$ cat config.mk
export PLATFORM = sky130hd
export DESIGN_NAME = projection_scheduler
export DESIGN_NICKNAME = d
export VERILOG_FILES = /design/src/rtl/projection_scheduler.sv
export SDC_FILE = /design/constraint.sdc
export NUM_CORES = 1
export LEC_CHECK = 0
export BUFFER_PORTS_ARGS = -buffer_cell sky130_fd_sc_hd__buf_4
export CORE_AREA = 2 2 470 472
export CTS_BUF_LIST = sky130_fd_sc_hd__clkbuf_8
export CTS_CLUSTER_SIZE = 16
export DETAILED_ROUTE_END_ITERATION = 16
export DIE_AREA = 0 0 472 474
export SYNTH_ARGS = -nofsm -noshare
export SYNTH_HDL_FRONTEND = slang
export SYNTH_SLANG_ARGS = --single-unit
export TNS_END_PERCENT = 30
$ cat constraint.sdc
create_clock -name clk_in -period 60.1 [get_ports clk_in]
set_input_delay 12.02 -clock clk_in [delete_from_list [all_inputs] [get_ports clk_in]]
set_output_delay 12.02 -clock clk_in [all_outputs]
set_load 0.01 [all_outputs]
$ cat src/rtl/projection_scheduler.sv
// projection_scheduler
//
// Purpose:
//   Walks a frame of triangles stored in triangle memory, hands them one at a
//   time to a projection unit and forwards every valid projected triangle to
//   the rasterizer. Triangles that the projection unit reports as invalid
//   (clipped or divide error) are dropped and counted.
//
// Ports:
//   clk_in, rst_in   clock; asynchronous active-high reset
//   frame_start      one-cycle pulse, accepted only while idle
//   tri_count        triangles in the frame, sampled with an accepted frame_start
//   mem_addr         triangle memory read address (registered)
//   mem_data         triangle {v2,v1,v0}, each {z,y,x}, valid MEM_LATENCY cycles after mem_addr
//   proj_start       one-cycle launch pulse to the projection unit
//   proj_verts       registered triangle presented to the projection unit
//   proj_busy        projection unit busy
//   proj_done        projection unit done (may stay high for two cycles)
//   proj_valid       projection result valid, qualified by proj_done
//   proj_status      0 ok, 1 clipped, 2 divide error (invalid results are dropped alike)
//   proj_result      projected triangle
//   out_tri          projected triangle towards the rasterizer
//   out_valid        out_tri valid
//   out_ready        rasterizer accepts out_tri
//   frame_busy       frame in progress
//   frame_done       one-cycle pulse at the end of the frame
//   culled_count     triangles dropped in the current/last frame
//   state_dbg        current FSM state encoding
//
// Output handshake: a triangle transfers on a cycle where out_valid and
// out_ready are both high; while out_valid is high and out_ready is low,
// out_tri is held unchanged, and out_valid never drops before the transfer.

module projection_scheduler #(
    parameter int COORD_WIDTH = 32,
    parameter int ADDR_WIDTH  = 10,
    parameter int MEM_LATENCY = 2
) (
    input  logic                       clk_in,
    input  logic                       rst_in,
    input  logic                       frame_start,
    input  logic [ADDR_WIDTH:0]        tri_count,
    output logic [ADDR_WIDTH-1:0]      mem_addr,
    input  logic [9*COORD_WIDTH-1:0]   mem_data,
    output logic                       proj_start,
    output logic [9*COORD_WIDTH-1:0]   proj_verts,
    input  logic                       proj_busy,
    input  logic                       proj_done,
    input  logic                       proj_valid,
    input  logic [1:0]                 proj_status,
    input  logic [9*COORD_WIDTH-1:0]   proj_result,
    output logic [9*COORD_WIDTH-1:0]   out_tri,
    output logic                       out_valid,
    input  logic                       out_ready,
    output logic                       frame_busy,
    output logic                       frame_done,
    output logic [ADDR_WIDTH:0]        culled_count,
    output logic [2:0]                 state_dbg
);

    typedef enum logic [2:0] {
        S_IDLE   = 3'd0,
        S_FETCH  = 3'd1,
        S_LAUNCH = 3'd2,
        S_WAIT   = 3'd3,
        S_EMIT   = 3'd4,
        S_NEXT   = 3'd5,
        S_FINISH = 3'd6
    } state_t;

    localparam logic [2:0] LAT = 3'(MEM_LATENCY);

    state_t              state_q;
    state_t              state_d;
    logic [ADDR_WIDTH:0] count_q;
    logic [ADDR_WIDTH:0] index_q;
    logic [ADDR_WIDTH:0] index_inc;
    logic [2:0]          lat_q;

    // one-cycle strobes from the next-state logic into the datapath
    logic load_frame;
    logic capture;
    logic fire;
    logic take;
    logic cull;
    logic handoff;
    logic advance;
    logic finish;

    // Invalid results are dropped whatever their status code says, so the
    // status only has to be observed, never decoded.
    logic unused_status;
    assign unused_status = ^proj_status;

    // Index arithmetic is one bit wider than the address so that a full
    // 2^ADDR_WIDTH frame terminates on the compare instead of wrapping.
    assign index_inc = index_q + 1'b1;
    assign state_dbg = state_q;

    always_ff @(posedge clk_in or posedge rst_in) begin
        if (rst_in) begin
            state_q <= S_IDLE;
        end else begin
            state_q <= state_d;
        end
    end

    always_comb begin
        state_d    = state_q;
        load_frame = 1'b0;
        capture    = 1'b0;
        fire       = 1'b0;
        take       = 1'b0;
        cull       = 1'b0;
        handoff    = 1'b0;
        advance    = 1'b0;
        finish     = 1'b0;
        case (state_q)
            S_IDLE: begin
                if (frame_start) begin
                    load_frame = 1'b1;
                    state_d    = (tri_count == '0) ? S_FINISH : S_FETCH;
                end
            end
            S_FETCH: begin
                // mem_addr has been stable since the first FETCH cycle
                if (lat_q == LAT) begin
                    capture = 1'b1;
                    state_d = S_LAUNCH;
                end
            end
            S_LAUNCH: begin
                // a lingering done from the previous triangle must clear first
                if (!proj_busy && !proj_done) begin
                    fire    = 1'b1;
                    state_d = S_WAIT;
                end
            end
            S_WAIT: begin
                // proj_start is still high in the first WAIT cycle; any done
                // seen then cannot belong to this launch
                if (!proj_start && proj_done) begin
                    if (proj_valid) begin
                        take    = 1'b1;
                        state_d = S_EMIT;
                    end else begin
                        cull    = 1'b1;
                        state_d = S_NEXT;
                    end
                end
            end
            S_EMIT: begin
                if (out_ready) begin
                    handoff = 1'b1;
                    state_d = S_NEXT;
                end
            end
            S_NEXT: begin
                advance = 1'b1;
                state_d = (index_inc == count_q) ? S_FINISH : S_FETCH;
            end
            S_FINISH: begin
                finish  = 1'b1;
                state_d = S_IDLE;
            end
            default: begin
                state_d = S_IDLE;
            end
        endcase
    end

    always_ff @(posedge clk_in or posedge rst_in) begin
        if (rst_in) begin
            count_q      <= '0;
            index_q      <= '0;
            lat_q        <= '0;
            mem_addr     <= '0;
            proj_start   <= 1'b0;
            proj_verts   <= '0;
            out_tri      <= '0;
            out_valid    <= 1'b0;
            frame_busy   <= 1'b0;
            frame_done   <= 1'b0;
            culled_count <= '0;
        end else begin
            proj_start <= fire;
            frame_done <= finish;

            if (load_frame) begin
                count_q      <= tri_count;
                index_q      <= '0;
                culled_count <= '0;
                frame_busy   <= 1'b1;
                mem_addr     <= '0;
                lat_q        <= '0;
            end

            if (state_q == S_FETCH && !capture) begin
                lat_q <= lat_q + 1'b1;
            end

            if (capture) begin
                proj_verts <= mem_data;
            end

            if (take) begin
                out_tri   <= proj_result;
                out_valid <= 1'b1;
            end

            if (handoff) begin
                out_valid <= 1'b0;
            end

            if (cull) begin
                culled_count <= culled_count + 1'b1;
            end

            if (advance) begin
                index_q  <= index_inc;
                mem_addr <= index_inc[ADDR_WIDTH-1:0];
                lat_q    <= '0;
            end

            if (finish) begin
                frame_busy <= 1'b0;
            end
        end
    end

endmodule

==> impl_metrics.csv <==
group,metric,value,unit
synthesis,yosysWarningCount,0,
setup_path,crit_family,"buffers and inverters",
clocking,clk_transition_reported_paths,0.06,ns
layout,number_of_nets_in_the_finished_design,3377,
floorplanning,core_area,0.219,sq mm
drt,route.vias.total,19000,
clocking,clock_sink_count,619,
status,outcome,"completed",
clocking,htreeDepth,4,
drt,1st_iter_drt_viols,721,
synthesis,synth.top_cells.by_count,"sky130_fd_sc_hd__dfrtp_1 (619), sky130_fd_sc_hd__mux2_1 (410), sky130_fd_sc_hd__mux2_2 (166), sky130_fd_sc_hd__nand2_1 (53), sky130_fd_sc_hd__buf_4 (45)",
layout,layout.area.seq,0.0155,sq mm
synthesis,synth_most_common_cell,"sky130_fd_sc_hd__dfrtp_1",
global_routing,global_route.overflow_total,0,
clocking,max-clock-path-buffers,3,
setup_path,timing.critical_path.slowest_stage_cell,"sky130_fd_sc_hd__buf_4",
setup_path,worstPathArrival,15.39,ns
clocking,cts.root.buffer_cell,"sky130_fd_sc_hd__clkbuf_8",
clocking,cts_buffers,133,
global_routing,groute.usage.overall,15.3,%
placed_design,placed_area,0.0361,sq mm
floorplanning,initial_util,10.9,%
drt,final_antenna_net_count,0,
synthesis,synth.distinct_cells,45,
pwr,power.density,56.6,mW/mm^2
global_routing,grt_start_max_net_pins,96,
drt,dr_drc_count,0,
flow_run,maxCapViolations,0,
synthesis,synth-edff-count,0,
floorplanning,row_count,172,
sta,finClkSkew,0.0614,ns
sta,final.period_utilization,24.4,%
setup_path,crit_path_top_cell_by_count,"sky130_fd_sc_hd__buf_4",
setup_path,cp_num_buf_inv,3,
sta,timing_max_transition_violations_final,0,
synthesis,syn_area_per_cell,15.8,sq um
pwr,ir_worst_vdd,0.0000215,V
setup_path,path_max_fanout,72,
drt,via_per_inst,3.28,
synthesis,syn_inst,1515,
synthesis,netlist.area_leader.share,64.9,%
floorplanning,die_width,472,um
clocking,cts_hold_buffers,0,
drt,route.detailed.wl_per_inst,30.5,um
sta,setup_repair_after_global_routing_missed_its_margin,"no",
floorplanning,boundaryPins,1200,
sta,setup_total_negative_slack,0,ns
global_routing,number_of_global_route_vias_before_repair,19600,
global_routing,grt_pass1_wl,219,mm
clocking,post_cts_buffers,0,
setup_path,critical_path.startpoint_type,"input pin",
placed_design,finalWeightedCongestion,0.900,
layout,multi_input_area,0.00780,sq mm
setup_path,path_cells,"buf_4 -> nand2b_1 -> nor3_2 -> and2_4 -> buf_4 -> buf_4 -> mux2_2",
sta,report.final.setup_viol,0,
placed_design,io_buffers,1197,
drt,routed_wirelength,176,mm
setup_path,rrSetupSlack,55.53,ns
clocking,cts_repair_resize_count,0,
setup_path,cp.required,60.84,ns
setup_path,cp-end-kind,"flop",
synthesis,synth-main-ff-cell,"sky130_fd_sc_hd__dfrtp_1",
synthesis,yosys-top-cells-area,"sky130_fd_sc_hd__dfrtp_1 (65%), sky130_fd_sc_hd__mux2_1 (19%), sky130_fd_sc_hd__mux2_2 (7.8%)",
layout,layout_fillers,24100,
synthesis,asyncSetResetFlopFracSynth,100,%
floorplanning,overall_die_area,0.224,sq mm
setup_path,cpPeakStageDelay,0.87,ns
sta,tightest_slew,1.15,ns
synthesis,synth.yosys.seq_area_share,64.9,%
floorplanning,chipHeight,474,um
hold_path,hold_path.class,"flop to flop",
clocking,cts_tree,"built",
setup_path,timing_worst_setup_path_type,"input pin to flop",
sta,min_period,14.65,ns
global_routing,initial_antenna_violation_count,178,
placed_design,detailed_place_hpwl,153,mm
synthesis,mappedNetlistNets,2115,
sta,maxSlewHeadroom,23.1,%
drt,first_pass_iters,4,
sta,final-hold-violation-count,0,
sta,fmax,68.3,MHz
layout,layout.cell_area.non_filler,0.0391,sq mm
layout,fraction_of_layout_instances_using_a_drive_strength_above_1,55.6,%
synthesis,synth_top_cell_by_area,"sky130_fd_sc_hd__dfrtp_1",
synthesis,ffs_latches_synth,619,
synthesis,area_of_the_mapped_netlist,0.0239,sq mm
pwr,fin_total_pwr,0.00221,W
layout,layout-area-overhead-vs-synth,63.7,%
clocking,clock_latency,0.89,ns
pwr,power_leakage,17.9,nW
-- per-layer routing --
layer  vias to the layer above  global-route usage (%)  part of all wire, %
met2                      1163                    23.6                   44
met5                         -                       0                 0.41
met1                      9270                    15.3                   34
met4                       114                    5.49                  3.7
met3                       441                    12.5                   17
li1                       7981                       -                    -
-- through the flow --
stage	util, %	instances	worst slack, ns	hold slack (ns)
floorplan	-	1515	30.75	0.465
global placement	16.5	5513	44.53	0.470
detailed placement	16.5	5513	44.48	0.476
CTS	17.8	5750	45.51	0.489
global route	17.9	5761	45.31	0.500
finish	17.9	5783	45.45	0.484
-- registers in the layout, summed over array words and instances, names as in the netlist, 2 cells and up --
name / cells
mem_addr: 9
out_tri: 288
index_q: 2
count_q: 11
lat_q: 3
state_dbg: 3
proj_verts: 288
culled_count: 11
-- power by group --
part	switching [W]	leakage (nW)	internal, W
logic	0.000526	8.86	0.000422
registers	0.000126	7.40	0.000623
clock network	0.000228	1.62	0.000288
total	0.000880	17.9	0.00133
-- cell families after synthesis --
family,after synthesis,share of synthesized area (%)
compound gates,59,1.50
xor+xnor,11,0.403
fa+ha+maj,5,0.252
buf+inv,99,2.46
flops,619,64.9
mux,585,27.5
simple gates,137,2.97
-- final cells by class --
type	count	share of cell area (%)
multi-input combinational	797	20.0
inverter	9	0.106
tap	2871	9.19
antenna	33	0.211
clock buffer	165	5.81
clock inverter	72	1.71
sequential	619	39.6
timing repair buffer	1217	23.4
-- cell usage in the layout, fill, tap and decap left out, types with 4 or more instances in the layout --
cell type / count
sky130_fd_sc_hd__a21oi_1: 8
sky130_fd_sc_hd__a31oi_1: 6
sky130_fd_sc_hd__and3_1: 4
sky130_fd_sc_hd__buf_4: 1216
sky130_fd_sc_hd__bufinv_16: 8
sky130_fd_sc_hd__clkbuf_8: 165
sky130_fd_sc_hd__clkinv_2: 23
sky130_fd_sc_hd__dfrtp_1: 619
sky130_fd_sc_hd__diode_2: 33
sky130_fd_sc_hd__ha_1: 4
sky130_fd_sc_hd__inv_1: 33
sky130_fd_sc_hd__inv_12: 7
sky130_fd_sc_hd__mux2_1: 410
sky130_fd_sc_hd__mux2_2: 166
sky130_fd_sc_hd__mux2i_1: 9
sky130_fd_sc_hd__nand2_1: 53
sky130_fd_sc_hd__nand2b_1: 6
sky130_fd_sc_hd__nand3_1: 16
sky130_fd_sc_hd__nand4_1: 7
sky130_fd_sc_hd__nor2_1: 14
sky130_fd_sc_hd__nor2b_1: 5
sky130_fd_sc_hd__nor3b_1: 5
sky130_fd_sc_hd__nor4_1: 4
sky130_fd_sc_hd__o21ai_0: 26
sky130_fd_sc_hd__o31ai_1: 5
sky130_fd_sc_hd__xnor2_1: 7
sky130_fd_sc_hd__xor2_1: 4
-- final timing paths --
| path | startpoint | to | cells after the start |
|---|---|---|---|
| max reg2reg | state_dbg[2]$_DFFE_PP0P_ | proj_verts[236]$_DFFE_PP0P_ | 6 |
| max in group asynchronous | rst_in | proj_verts[238]$_DFFE_PP0P_ | 5 |
| min | out_tri[268]$_DFFE_PP0P_ | out_tri[268]$_DFFE_PP0P_ | 1 |
| max | proj_done | out_tri[122]$_DFFE_PP0P_ | 7 |
| min reg2reg | out_tri[268]$_DFFE_PP0P_ | out_tri[268]$_DFFE_PP0P_ | 1 |
| min in group asynchronous | rst_in | out_tri[78]$_DFFE_PP0P_ | 2 |
-- worst reg2reg max path: stages (launching register included) --
cell,delay [ns]
sky130_fd_sc_hd__dfrtp_1,0.78
sky130_fd_sc_hd__nor3b_1,0.14
sky130_fd_sc_hd__nand3b_1,0.77
sky130_fd_sc_hd__buf_4,0.60
sky130_fd_sc_hd__buf_4,0.67
sky130_fd_sc_hd__buf_4,1.03
sky130_fd_sc_hd__mux2_2,0.50
(Power assumes the default switching activity.)
